[src/rtl/serial_mem_loader_pkg.sv]
// Shared types and byte constants for the serial memory loader.
package serial_loader_pkg;

    typedef enum logic [2:0] {
        ST_IDLE,
        ST_ADDR,
        ST_DATA,
        ST_ACCESS,
        ST_SEND
    } state_t;

    typedef enum logic [1:0] {
        TX_IDLE,
        TX_SEND,
        TX_GAP
    } tx_state_t;

    localparam logic [7:0] CMD_PAUSE = 8'h50;
    localparam logic [7:0] CMD_GO    = 8'h47;
    localparam logic [7:0] CMD_WRITE = 8'h57;
    localparam logic [7:0] CMD_READ  = 8'h52;
    localparam logic [7:0] RSP_ACK   = 8'h06;
    localparam logic [7:0] RSP_NAK   = 8'h15;

    localparam logic [2:0] MEM_MODE_NONE = 3'd0;
    localparam logic [2:0] MEM_MODE_WORD = 3'd3;

    // A one-byte response sits in the top byte of the sequencer word.
    function automatic logic [31:0] rsp_word(input logic [7:0] b);
        return {b, 24'h0};
    endfunction

endpackage

[src/rtl/serial_mem_loader_tx.sv]
// Sends 1..4 bytes MSB first through the UART, one start_TX per byte,
// with a one-cycle gap after each byte before waiting on TX_ready again.
module loader_tx_sequencer
    import serial_loader_pkg::*;
(
    input  logic        clk,
    input  logic        rst,
    input  logic        load,
    input  logic [31:0] load_word,
    input  logic [2:0]  load_count,
    input  logic        TX_ready,
    output logic [7:0]  TX,
    output logic        start_TX,
    output logic        done
);

    tx_state_t   state;
    logic [23:0] rest;
    logic [2:0]  remaining;

    // start_TX follows TX_ready directly so a request never goes out to a busy transmitter.
    assign start_TX = (state == TX_SEND) && TX_ready;
    assign done     = (state == TX_GAP) && (remaining == 3'd0);

    always_ff @(posedge clk) begin
        if (rst) begin
            state     <= TX_IDLE;
            TX        <= 8'h00;
            rest      <= 24'h0;
            remaining <= 3'd0;
        end else begin
            case (state)
                TX_IDLE: if (load) begin
                    TX        <= load_word[31:24];
                    rest      <= load_word[23:0];
                    remaining <= load_count;
                    state     <= TX_SEND;
                end
                TX_SEND: if (TX_ready) begin
                    remaining <= remaining - 3'd1;
                    state     <= TX_GAP;
                end
                TX_GAP: if (remaining == 3'd0) begin
                    state <= TX_IDLE;
                end else begin
                    TX    <= rest[23:16];
                    rest  <= {rest[15:0], 8'h00};
                    state <= TX_SEND;
                end
                default: state <= TX_IDLE;
            endcase
        end
    end

endmodule

[src/rtl/serial_mem_loader.sv]
// Byte-protocol command engine: decodes P/G/W/R from the UART, drives the
// processor pause and external memory port, and returns ACK/NAK or read data.
module serial_mem_loader
    import serial_loader_pkg::*;
#(
    parameter int TIMEOUT_CYCLES = 250000,
    parameter int READ_LATENCY   = 1
) (
    input  logic        clk,
    input  logic        rst,
    input  logic [7:0]  RX,
    input  logic        hasRX,
    input  logic        rxError,
    output logic [7:0]  TX,
    output logic        start_TX,
    input  logic        TX_ready,
    output logic        pause,
    output logic        externalMemoryControl,
    output logic [31:0] externalAddress,
    output logic [31:0] externalData,
    output logic [2:0]  externalReadMode,
    output logic [2:0]  externalWriteMode,
    input  logic [31:0] externalDataOut
);

    state_t      state;
    logic [1:0]  byte_cnt;
    logic        is_write;
    logic [31:0] addr_sh;
    logic [31:0] data_sh;
    logic [31:0] idle_cnt;
    logic [31:0] lat_cnt;
    logic        tx_load;
    logic [31:0] tx_word;
    logic [2:0]  tx_count;
    logic        tx_done;
    logic        rx_ok;
    logic        timed_out;
    logic        in_field;

    // A byte that arrives together with a framing error is never used.
    assign rx_ok     = hasRX && !rxError;
    assign in_field  = (state == ST_ADDR) || (state == ST_DATA);
    assign timed_out = (idle_cnt == 32'(TIMEOUT_CYCLES - 1));

    always_ff @(posedge clk) begin
        if (rst) begin
            state                 <= ST_IDLE;
            byte_cnt              <= 2'd0;
            is_write              <= 1'b0;
            addr_sh               <= 32'h0;
            data_sh               <= 32'h0;
            idle_cnt              <= 32'h0;
            lat_cnt               <= 32'h0;
            tx_load               <= 1'b0;
            tx_word               <= 32'h0;
            tx_count              <= 3'd0;
            pause                 <= 1'b0;
            externalMemoryControl <= 1'b0;
            externalAddress       <= 32'h0;
            externalData          <= 32'h0;
            externalReadMode      <= MEM_MODE_NONE;
            externalWriteMode     <= MEM_MODE_NONE;
        end else begin
            tx_load  <= 1'b0;
            idle_cnt <= (hasRX || !in_field) ? 32'h0 : idle_cnt + 32'h1;
            case (state)
                ST_IDLE: if (rx_ok) begin
                    byte_cnt <= 2'd0;
                    is_write <= (RX == CMD_WRITE);
                    if ((RX == CMD_WRITE || RX == CMD_READ) && pause) begin
                        state <= ST_ADDR;
                    end else begin
                        if (RX == CMD_PAUSE) pause <= 1'b1;
                        if (RX == CMD_GO)    pause <= 1'b0;
                        tx_load  <= 1'b1;
                        tx_count <= 3'd1;
                        tx_word  <= (RX == CMD_PAUSE || RX == CMD_GO) ? rsp_word(RSP_ACK)
                                                                       : rsp_word(RSP_NAK);
                        state    <= ST_SEND;
                    end
                end
                ST_ADDR: if (rxError) begin
                    state <= ST_IDLE;
                end else if (hasRX) begin
                    addr_sh  <= {addr_sh[23:0], RX};
                    byte_cnt <= byte_cnt + 2'd1;
                    if (byte_cnt == 2'd3) begin
                        if (is_write) begin
                            state <= ST_DATA;
                        end else begin
                            externalAddress       <= {addr_sh[23:0], RX};
                            externalMemoryControl <= 1'b1;
                            externalReadMode      <= MEM_MODE_WORD;
                            lat_cnt               <= 32'h0;
                            state                 <= ST_ACCESS;
                        end
                    end
                end else if (timed_out) begin
                    state <= ST_IDLE;
                end
                ST_DATA: if (rxError) begin
                    state <= ST_IDLE;
                end else if (hasRX) begin
                    data_sh  <= {data_sh[23:0], RX};
                    byte_cnt <= byte_cnt + 2'd1;
                    if (byte_cnt == 2'd3) begin
                        externalAddress       <= addr_sh;
                        externalData          <= {data_sh[23:0], RX};
                        externalMemoryControl <= 1'b1;
                        externalWriteMode     <= MEM_MODE_WORD;
                        state                 <= ST_ACCESS;
                    end
                end else if (timed_out) begin
                    state <= ST_IDLE;
                end
                ST_ACCESS: if (is_write) begin
                    externalMemoryControl <= 1'b0;
                    externalWriteMode     <= MEM_MODE_NONE;
                    tx_load               <= 1'b1;
                    tx_count              <= 3'd1;
                    tx_word               <= rsp_word(RSP_ACK);
                    state                 <= ST_SEND;
                end else if (lat_cnt == 32'(READ_LATENCY)) begin
                    // Read data is valid on the last held cycle; it goes straight to the TX shifter.
                    externalMemoryControl <= 1'b0;
                    externalReadMode      <= MEM_MODE_NONE;
                    tx_load               <= 1'b1;
                    tx_count              <= 3'd4;
                    tx_word               <= externalDataOut;
                    state                 <= ST_SEND;
                end else begin
                    lat_cnt <= lat_cnt + 32'h1;
                end
                ST_SEND: if (tx_done) state <= ST_IDLE;
                default: state <= ST_IDLE;
            endcase
        end
    end

    loader_tx_sequencer u_tx (
        .clk       (clk),
        .rst       (rst),
        .load      (tx_load),
        .load_word (tx_word),
        .load_count(tx_count),
        .TX_ready  (TX_ready),
        .TX        (TX),
        .start_TX  (start_TX),
        .done      (tx_done)
    );

endmodule

[config.mk]
export PLATFORM = sky130hd
export DESIGN_NAME = serial_mem_loader
export DESIGN_NICKNAME = d
export VERILOG_FILES = /design/src/rtl/serial_mem_loader_pkg.sv /design/src/rtl/serial_mem_loader_tx.sv /design/src/rtl/serial_mem_loader.sv
export SDC_FILE = /design/constraint.sdc
export NUM_CORES = 1
export LEC_CHECK = 0
export CELL_PAD_IN_SITES_DETAIL_PLACEMENT = 1
export CELL_PAD_IN_SITES_GLOBAL_PLACEMENT = 1
export CORE_ASPECT_RATIO = 1.2
export CORE_UTILIZATION = 42
export CTS_CLUSTER_DIAMETER = 120
export DETAILED_ROUTE_END_ITERATION = 7
export PLACE_DENSITY_LB_ADDON = 0.15
export REMOVE_ABC_BUFFERS = 1
export SLEW_MARGIN = 20
export SYNTH_ARGS = -nofsm -noshare
export SYNTH_HDL_FRONTEND = slang
export SYNTH_SLANG_ARGS = --single-unit
[constraint.sdc]
create_clock -name clk -period 2.29 [get_ports clk]
set_clock_uncertainty 0.1 [all_clocks]
set_input_delay 0.458 -clock clk [delete_from_list [all_inputs] [get_ports clk]]
set_output_delay 0.458 -clock clk [all_outputs]
set_load 0.02 [all_outputs]
==> results of run 1 <==
[worst max-delay path by stage]
stage	from	endpoint	slack, ns	depth (start not counted)
floorplan	u_tx.state[0]$_SDFFE_PP0P_	u_tx.TX[0]$_SDFFE_PP0P_	-2.07	3
global placement	RX[3]	tx_word[29]$_SDFFE_PP0P_	-0.37	7
detailed placement	hasRX	tx_word[25]$_SDFFE_PP0P_	-0.40	7
CTS	state[1]$_SDFFE_PP0P_	tx_word[25]$_SDFFE_PP0P_	0.01	6
global route	lat_cnt[1]$_SDFFE_PP0P_	tx_word[25]$_SDFFE_PP0P_	-0.006	7
finish	state[0]$_SDFFE_PP0P_	tx_word[25]$_SDFFE_PP0P_	0.08	6
[per-layer routing]
| layer | global-route usage | part of all wire | up-vias | wire length, um |
|---|---|---|---|---|
| met5 | 0 | 0 | - | 0 |
| met2 | 0.404 | 0.51 | 128 | 14400 |
| met4 | 0.0537 | 0.019 | 0 | 544 |
| li1 | - | - | 4640 | - |
| met1 | 0.257 | 0.44 | 4469 | 12600 |
| met3 | 0.0257 | 0.027 | 37 | 761 |
[per-stage QoR]
stage          area, um2  cells  total power (uW)
6_report           13900   1739             10100
5_1_grt            13900   1739             10400
4_1_cts            13900   1738             10200
3_5_place_dp       12900   1685              5360
3_3_place_gp       12900   1685              5350
2_1_floorplan      10400   1158              5030
[area by class of cell]
| type | count | share of cell area |
|---|---|---|
| Timing Repair Buffer | 203 | 0.142 |
| Multi-Input combinational cell | 877 | 0.371 |
| Inverter | 15 | 0.00404 |
| Clock inverter | 10 | 0.00988 |
| Tap cell | 325 | 0.0292 |
| Sequential cell | 266 | 0.382 |
| Clock buffer | 43 | 0.0616 |
[cell usage in the layout (no fill, tap or decap), drive strengths merged, types with 6 or more instances in the layout]
cell / n
dfxtp: 266
nand2: 216
nor2: 135
a21oi: 124
clkdlybuf4s50: 121
buf: 81
mux2i: 58
a211oi: 58
clkbuf: 43
xor2: 34
nand4: 30
a22o: 28
o21ai: 21
nand3: 18
nor4: 18
inv: 17
nor3: 14
or3: 11
or4: 11
xnor2: 9
and2: 9
nand2b: 9
and4: 8
a22oi: 8
and3: 8
ha: 6
[sequential cells by signal (all words and copies together) (netlist names), 2 cells and up]
| signal | flops |
|---|---|
| byte_cnt | 2 |
| state | 3 |
| u_tx.TX | 8 |
| u_tx.remaining | 3 |
| externalData | 32 |
| tx_count | 2 |
| externalAddress | 32 |
| addr_sh | 32 |
| lat_cnt | 32 |
| data_sh | 24 |
| tx_word | 32 |
| idle_cnt | 32 |
| u_tx.state | 2 |
| u_tx.rest | 24 |
[worst register-to-register path, cell delays in order (launching register included)]
cell	delay (ns)
dfxtp_1	0.34
or4b_4	0.56
a21oi_2	0.17
o41ai_1	0.09
buf_4	0.16
or4_1	0.52
a21oi_1	0.19
[repair_timing]
action,in CTS,in global routing
resized for setup,3,11
setup endpoints to repair,30,40
buffers inserted,0,1
[cells by family after synthesis]
group / after synthesis / share of synthesized area
buffers and inverters: 97 / 0.0388
multiplexers: 58 / 0.0537
AND/OR/NAND/NOR: 502 / 0.215
adder cells (fa/ha/maj): 6 / 0.00695
XOR/XNOR: 43 / 0.0349
other: 1 / 0.000347
AO/OA/AOI/OAI: 266 / 0.158
flip-flops: 266 / 0.493
[power by group through the flow]
stage                     sequential [uW]  combinational, uW  clock (uW)
after floorplan                      4820                207           0
after global placement               4810                536           0
after detailed placement             4810                549           0
after CTS                            4710                552        4920
after global routing                 4720                597        5120
final                                4710                550        4820
==> results.sh, run 1 <==
export IMPL_seqPwrFrac=0.467
export IMPL_crit_buf_inv=1
export IMPL_pwr_density_cell_nw_per_um2=724
export IMPL_combPwrFrac=0.055
export IMPL_synth_ff_type="dfxtp_1"
export IMPL_grt_max_degree=78
export IMPL_drt_vias_per_instance=5.33
export IMPL_worstReg2RegEnd="tx_word[25]$_SDFFE_PP0P_"
export IMPL_pre_cts_ws_ns=-0.397
export IMPL_min_from="rst"
export IMPL_ys_warn_count=0
export IMPL_cts_buffers_inserted=29
export IMPL_setup_worst_path_end_class="register"
export IMPL_final_util=0.558
export IMPL_drive_above_1_share=0.110
export IMPL_synth_cell_area_um2=10800
export IMPL_nNetsFinal=1443
export IMPL_cts_clk_slew_worst_paths_ns=0.06
export IMPL_dr_pass1_iters=4
export IMPL_min_to="u_tx.rest[5]$_SDFFE_PP0P_"
export IMPL_routedWlPerCell_um=16.3
export IMPL_drtIter0Drc=322
export IMPL_h_tree_depth=1
export IMPL_p_int_uw=7850
export IMPL_drcViolationCount=0
export IMPL_switchingPower_uw=2240
export IMPL_maxSlewViolCount=0
export IMPL_fp_dieArea_um2=26400
export IMPL_die_height_um=178
export IMPL_antenna_found_initial=0
export IMPL_coreArea_um2=25000
export IMPL_critical_path_class="reg -> reg"
export IMPL_yosys_area_top_type_share=0.493
export IMPL_fp_dieW_um=148
export IMPL_reg2reg_slack_ns=0.08
export IMPL_post_synth_top_count_cell="dfxtp_1"
export IMPL_setup_violations=0
export IMPL_path_max_fanout=4
export IMPL_ys_async_sr_fraction=0
export IMPL_fp_row_count=63
export IMPL_clock_path_buffers=3
export IMPL_syn2layout_area_growth_pct=29.0
export IMPL_status="finished clean"
export IMPL_ys_ff_latch=266
export IMPL_reg2reg_from="state[0]$_SDFFE_PP0P_"
export IMPL_hpwl_um=19200
export IMPL_swShare=0.222
export IMPL_ctsRootBufferMaster="clkbuf_16"
export IMPL_setup_tns_ns=0
export IMPL_multi_input_area_um2=5170
export IMPL_holdPathStages=3
export IMPL_syn_avg_cell_area_um2=8.72
export IMPL_fin_ws_ns=0.0769
export IMPL_track_usage=0.215
export IMPL_synth_cell_type_count=64
export IMPL_worstPathCellList="or4b_4, a21oi_2, o41ai_1, buf_4, or4_1, a21oi_1"
export IMPL_seqCellArea_um2=5330
export IMPL_synthTopCellsByArea="dfxtp_1 (49%), nand2_1 (7.5%), a21oi_1 (5.7%)"
export IMPL_yosysSeqAreaShare=0.493
export IMPL_min_period_ns=2.21
export IMPL_crit_family="simple AND/OR/NAND/NOR gates"
export IMPL_max_stage_delay_ns=0.56
export IMPL_portBuffers=123
export IMPL_r2r_cells=6
export IMPL_cts_hold_buf=0
export IMPL_netlist_instances=1239
export IMPL_slew_headroom=0.457
export IMPL_clkPwrFrac=0.478
export IMPL_worst_pin_slew_ns=0.814
export IMPL_finalHoldViolCount=0
export IMPL_period_share=0.966
export IMPL_cts_tree="done"
export IMPL_clkLatencyLatePin_ns=0.54
export IMPL_vias=9274
export IMPL_cap_violations=0
export IMPL_max_clock_freq_mhz=452
export IMPL_vdd_drop_max_v=0.000601
export IMPL_grt_pass1_vias=9529
export IMPL_cp_start_kind="register"
export IMPL_yosysTopAreaCell="dfxtp_1"
export IMPL_hold_ws_ns=0.312
export IMPL_final_fill_count=2890
export IMPL_gp_congestion=0.794
export IMPL_clock_sinks=266
export IMPL_final_antenna_net_count=0
export IMPL_slowest_stage="or4b_4"
export IMPL_overflow=0
export IMPL_antennaDiodeCount=0
export IMPL_top_level_ports=126
export IMPL_leakagePower_uw=0.00483
export IMPL_grt_pass1_wl_um=46800
export IMPL_wl_um=28400
export IMPL_synth_edf_count=0
export IMPL_cp_arrival_ns=2.58
export IMPL_hp_class="in -> reg"
export IMPL_worst_ep_required_time_ns=2.65
export IMPL_synth_commonest_cells="dfxtp_1 (266), nand2_1 (215), nor2_1 (135)"
export IMPL_initial_core_util=0.432
Power figures use the tool's default switching activity.
==> run 2, diff against run 1 <==
--- a/config.mk
+++ b/config.mk
@@ -8,7 +8,7 @@
 export CELL_PAD_IN_SITES_DETAIL_PLACEMENT = 1
 export CELL_PAD_IN_SITES_GLOBAL_PLACEMENT = 1
 export CORE_ASPECT_RATIO = 1.2
-export CORE_UTILIZATION = 42
+export CORE_UTILIZATION = 38
 export CTS_CLUSTER_DIAMETER = 120
 export DETAILED_ROUTE_END_ITERATION = 7
 export PLACE_DENSITY_LB_ADDON = 0.15
==> constraint.sdc (replaced) <==
create_clock -name clk -period 2 [get_ports clk]
set_clock_uncertainty 0.1 [all_clocks]
set_input_delay 0.4 -clock clk [delete_from_list [all_inputs] [get_ports clk]]
set_output_delay 0.4 -clock clk [all_outputs]
set_load 0.02 [all_outputs]
==> results.sh, run 2 (synthesized netlist as in run 1, its figures left out) <==
export IMPL_initial_core_util=0.387
export IMPL_clkLatencyLatePin_ns=0.54
export IMPL_period_share=1.06
export IMPL_cts_hold_buf=0
export IMPL_worst_pin_slew_ns=0.624
export IMPL_wl_um=30700
export IMPL_drtIter0Drc=298
export IMPL_final_antenna_net_count=0
export IMPL_placedCellCount=1792
export IMPL_clock_path_buffers=3
export IMPL_fin_ws_ns=-0.116
export IMPL_status="complete, but fails checks"
export IMPL_dr_pass1_iters=4
export IMPL_maxSlewViolCount=0
export IMPL_min_period_ns=2.12
export IMPL_drcViolationCount=0
export IMPL_cts_buffers_inserted=29
export IMPL_rsz0062_at_grt="true"
export IMPL_final_fill_count=3222
export IMPL_overflow=0
export IMPL_setup_tns_ns=-2.18
export IMPL_cts_tree="done"
export IMPL_ctsRootBufferMaster="clkbuf_16"
export IMPL_grt_pass1_wl_um=49400
export IMPL_worst_ep_required_time_ns=2.33
export IMPL_hp_class="in -> reg"
export IMPL_nNetsFinal=1523
export IMPL_track_usage=0.205
export IMPL_layout_common_cells="dfxtp_1 (257), nand2_1 (215), nor2_1 (132), buf_4 (131), a21oi_1 (113)"
export IMPL_routedWlPerCell_um=16.4
export IMPL_top_level_ports=126
export IMPL_grt_max_degree=136
export IMPL_worstPathCellList="or4b_4, a21oi_4, buf_6, o41a_4, a21oi_4, buf_6, buf_16, a22o_1"
export IMPL_grt_pass1_vias=9918
export IMPL_fp_dieArea_um2=29100
export IMPL_critical_path_class="reg -> reg"
export IMPL_syn2layout_area_growth_pct=39.4
export IMPL_fp_dieW_um=156
export IMPL_final_util=0.540
export IMPL_cp_arrival_ns=2.45
export IMPL_pwr_density_cell_nw_per_um2=784
export IMPL_antennaDiodeCount=0
export IMPL_hpwl_um=19400
export IMPL_drive_above_1_share=0.190
export IMPL_max_stage_delay_ns=0.56
export IMPL_clock_sinks=266
export IMPL_finalNonFillerCells=1873
export IMPL_drt_vias_per_instance=5.18
export IMPL_fp_row_count=67
export IMPL_h_tree_depth=1
export IMPL_portBuffers=123
export IMPL_path_max_fanout=7
export IMPL_gp_congestion=0.771
export IMPL_setup_worst_path_end_class="register"
export IMPL_vdd_drop_max_v=0.000684
export IMPL_finalHoldViolCount=0
export IMPL_setup_violations=36
export IMPL_coreArea_um2=27900
export IMPL_cts_clk_slew_worst_paths_ns=0.06
export IMPL_cp_start_kind="register"
export IMPL_layout_commonest_cell="dfxtp_1"
export IMPL_cap_violations=0
export IMPL_slowest_stage="or4b_4"
export IMPL_crit_family="compound AO/OA/AOI/OAI gates"
export IMPL_violations="negative setup slack"
export IMPL_crit_buf_inv=3
export IMPL_max_clock_freq_mhz=473
export IMPL_slew_headroom=0.584
export IMPL_antenna_found_initial=0
export IMPL_die_height_um=187
export IMPL_vias=9709
export IMPL_leakagePower_uw=0.00616
-- run 2: cell count changes in the layout (fill, tap and decap cells not counted), sizes merged, moves of 2 or more --
cell           previous run  this run
dlygate4sd2               1        46
dlymetal6s2s              0        33
clkbuf                   43        47
clkinv                    4         2
bufinv                    3         5
buf                      81       160
clkdlybuf4s50           121        42
-- run 2: final timing paths --
check                             endpoint  slack [ns]  cells past startpoint                           from
max                tx_word[3]$_SDFFE_PP0P_       -0.12                      8          state[0]$_SDFFE_PP0P_
min                idle_cnt[28]$_SDFF_PP0_        0.21                      4                            rst
max reg2reg        tx_word[3]$_SDFFE_PP0P_       -0.12                      8          state[0]$_SDFFE_PP0P_
min reg2reg  externalData[29]$_SDFFE_PP0P_        0.35                      2  externalData[29]$_SDFFE_PP0P_
-- run 2: final cells by class --
cell class | count | area [um2] | area share
clock buffers | 45 | 846 | 0.0562
clock inverters | 8 | 169 | 0.0112
inverters | 15 | 56.3 | 0.00374
multi-input cells | 877 | 5450 | 0.362
flip-flops and latches | 266 | 5340 | 0.354
well taps | 379 | 474 | 0.0315
repair buffers | 283 | 2730 | 0.181
-- run 2: repair_timing --
| item | 4_1_cts | 5_1_grt |
|---|---|---|
| pin swaps | 22 | 48 |
| endpoints found under the setup margin | 92 | 93 |
| gates cloned | 2 | 2 |
| buffers inserted | 18 | 9 |
| resized for setup | 96 | 86 |
-- run 2: metrics by stage --
stage	power [uW]	hold slack (ns)	instance area (um2)	setup WS, ns
after floorplan	5760	0.321	10400	-2.36
after global placement	6150	0.338	13400	-0.630
after detailed placement	6160	0.347	13400	-0.660
after CTS	11900	0.196	14700	-0.0890
after global routing	12200	0.214	15100	-0.153
final	11800	0.214	15100	-0.116
-- run 2: worst register-to-register path, delay by kind of cell, from the launching register on --
kind	cells	cell delay [ns]
buffers and inverters	3	0.41
flip-flops	1	0.32
AND/OR/NAND/NOR	1	0.56
AO/OA/AOI/OAI	4	0.61
-- run 2: power by group --
part / switching (uW) / leakage, uW / internal (uW)
clock network: 2140 / 0.000495 / 3530
registers: 41.9 / 0.00215 / 5360
logic: 399 / 0.00351 / 341
-- run 2: routing by layer --
| metal | track usage | share of wire | vias to the layer above |
|---|---|---|---|
| li1 | - | - | 4826 |
| met1 | 0.253 | 0.44 | 4686 |
| met2 | 0.374 | 0.51 | 151 |
| met3 | 0.0246 | 0.031 | 46 |
| met4 | 0.0528 | 0.017 | 0 |
| met5 | 0 | 0 | - |
==> patch: new RTL, settings of run 1 <==
Put a register stage on the output `TX`. The value now appears one clock later. The other outputs are not delayed to match. Comments in the files are not updated.
--- a/src/rtl/serial_mem_loader.sv
+++ b/src/rtl/serial_mem_loader.sv
@@ -22,6 +22,8 @@
     output logic [2:0]  externalWriteMode,
     input  logic [31:0] externalDataOut
 );
+
+    logic [7:0] TX_d;
 
     state_t      state;
     logic [1:0]  byte_cnt;
@@ -145,10 +147,14 @@
         .load_word (tx_word),
         .load_count(tx_count),
         .TX_ready  (TX_ready),
-        .TX        (TX),
+        .TX        (TX_d),
         .start_TX  (start_TX),
         .done      (tx_done)
     );
 
+    always_ff @(posedge clk) begin
+        TX <= TX_d;
+    end
+
 endmodule
 
Formal check against the unedited RTL: not equivalent (a bounded check fails within 4 cycles, from zero or initial values and one cycle with rst high).
==> patch against run 1 <==
Power is 1.3% lower. Global-route usage decreased by 0.083 points. Highest routed layer unchanged. Count of clock-buffer cells in the layout fell by 8. Sequential cell count is 8 higher. Area after synthesis rose by 0.65%. Setup slack about the same. Wire length fell by 0.36%. Synthesized cell count up 4.3%. Final area grew 1.1%. Largest power group is now registers.
==> patch: results (changes against run 1) <==
| Metric | Value |
|---|---|
| Arr. time, crit path | 2.61 ns (+0.03 ns) |
| Wl on met1 | 12.45 mm (-1.2%) |
| Switching portion of total power | 22.02% (-0.19 points) |
| Tot GR Track Use | 21.44% (-0.083 points) |
| Mux share of post-synthesis cell area | 2.486% (-2.9 points) |
| Met2 Use GR | 39.28% (-1.2 points) |
| Nets | 1509 (+4.6%) |
| Hold path depth | 2 (-1) |
| Port buffer count | 123 (unchanged) |
| First-pass GRT wire length | 47.03 mm (+0.44%) |
| P_leak | 4.945 nW (+2.3%) |
| Filler cells | 2978 (+3.0%) |
| Met1 usage | 26.20% (+0.52 points) |
| Vias in the first global route | 9714 (+1.9%) |
| Placer Congestion | 0.8095 (+2.0%) |
| Endpoint, Worst Hold | tx_word[24] |
| Reg2reg path depth | 7 (+1) |
| CP max stage delay | 0.59 ns (+0.03 ns) |
| Placed Instances | 1757 (+4.3%) |
| Int Pwr | 7.768 mW (-1.0%) |
| Resized cells post-CTS | 10 (+7) |
| Synth unique cells | 59 (-7.8%) |
| Met3 Use GR | 2.481% (-0.090 points) |
| Outcome | finished clean |
| Adder-cell share of the synthesized area | 0.6904% (-0.0045 points) |
| Share of layout cells above drive strength 1 | 12.19% (+1.2 points) |
| Vias after detailed routing | 9503 (+2.5%) |
| Post-synth top cells | nand2_1, dfxtp_1, nor2_1 |
| WL met2 | 14.28 mm (-1.1%) |
| Crit path from | RX[3] |
| Post-synthesis cell count | 1292 (+4.3%) |
| Tcrit/Tclk final | 96.66% (about the same) |
| Max VDD drop | 505.6 uV (-16%) |
| Xor/xnor share of the synthesized area | 3.867% (+0.38 points) |
| HPWL after DPL | 18.94 mm (-1.2%) |
| Compound-Gate Fraction of Synth Area | 15.17% (-0.61 points) |
| Seq pwr | 4.85 mW (+3%) |
| Number of vias per cell | 5.259 (-1.4%) |
| Worst slew margin | 63.07% (+17 points) |
| Largest net degree at the start of global routing | 125 (+60%) |
| Num CTS Buffers | 28 (-3.4%) |
| Highest net fanout along the worst path | 15 (+11) |
| Met3 WL post-DR | 911 um (+20%) |
| Seq/Total Area, Yosys | 50.45% (+1.2 points) |
| Reg2reg start | lat_cnt[19] |
| Per-cell routed wire length | 15.64 um (-4.1%) |
| Worst Setup EP | tx_word[16] |
| Gate power share | 4.5% (-1.0 points) |
==> patch: cell types whose count changed in the layout (fill, tap and decap cells not counted), moves of 16 or more <==
cell | before | now
nand4_1 | 30 | 14
a211oi_1 | 58 | 28
nand2_1 | 215 | 290
mux2i_1 | 58 | 27
a311oi_1 | 1 | 32
buf_4 | 68 | 84
==> patch: metrics by stage <==
step | area [sq um] | TNS, ns | hold WS, ns | util [%]
after floorplan | 10500 | -225.85 | 0.2314 | -
after global placement | 13080 | -24.22 | 0.2358 | 51.35
after detailed placement | 13080 | -28.40 | 0.2383 | 51.35
after CTS | 14040 | 0 | 0.1060 | 55.12
after global routing | 14090 | -0.006742 | 0.1398 | 55.32
final | 14090 | 0 | 0.1237 | 55.32
==> patch: area by class of cell <==
class	instances	area, sq um	area share (%)
Inverter	18	67.56	0.4796
Clock inverter	14	173.9	1.235
Clock buffer	35	777.0	5.516
Timing Repair Buffer	222	2141	15.20
Multi-Input combinational cell	914	5027	35.69
Tap cell	330	412.9	2.931
Sequential cell	274	5488	38.96
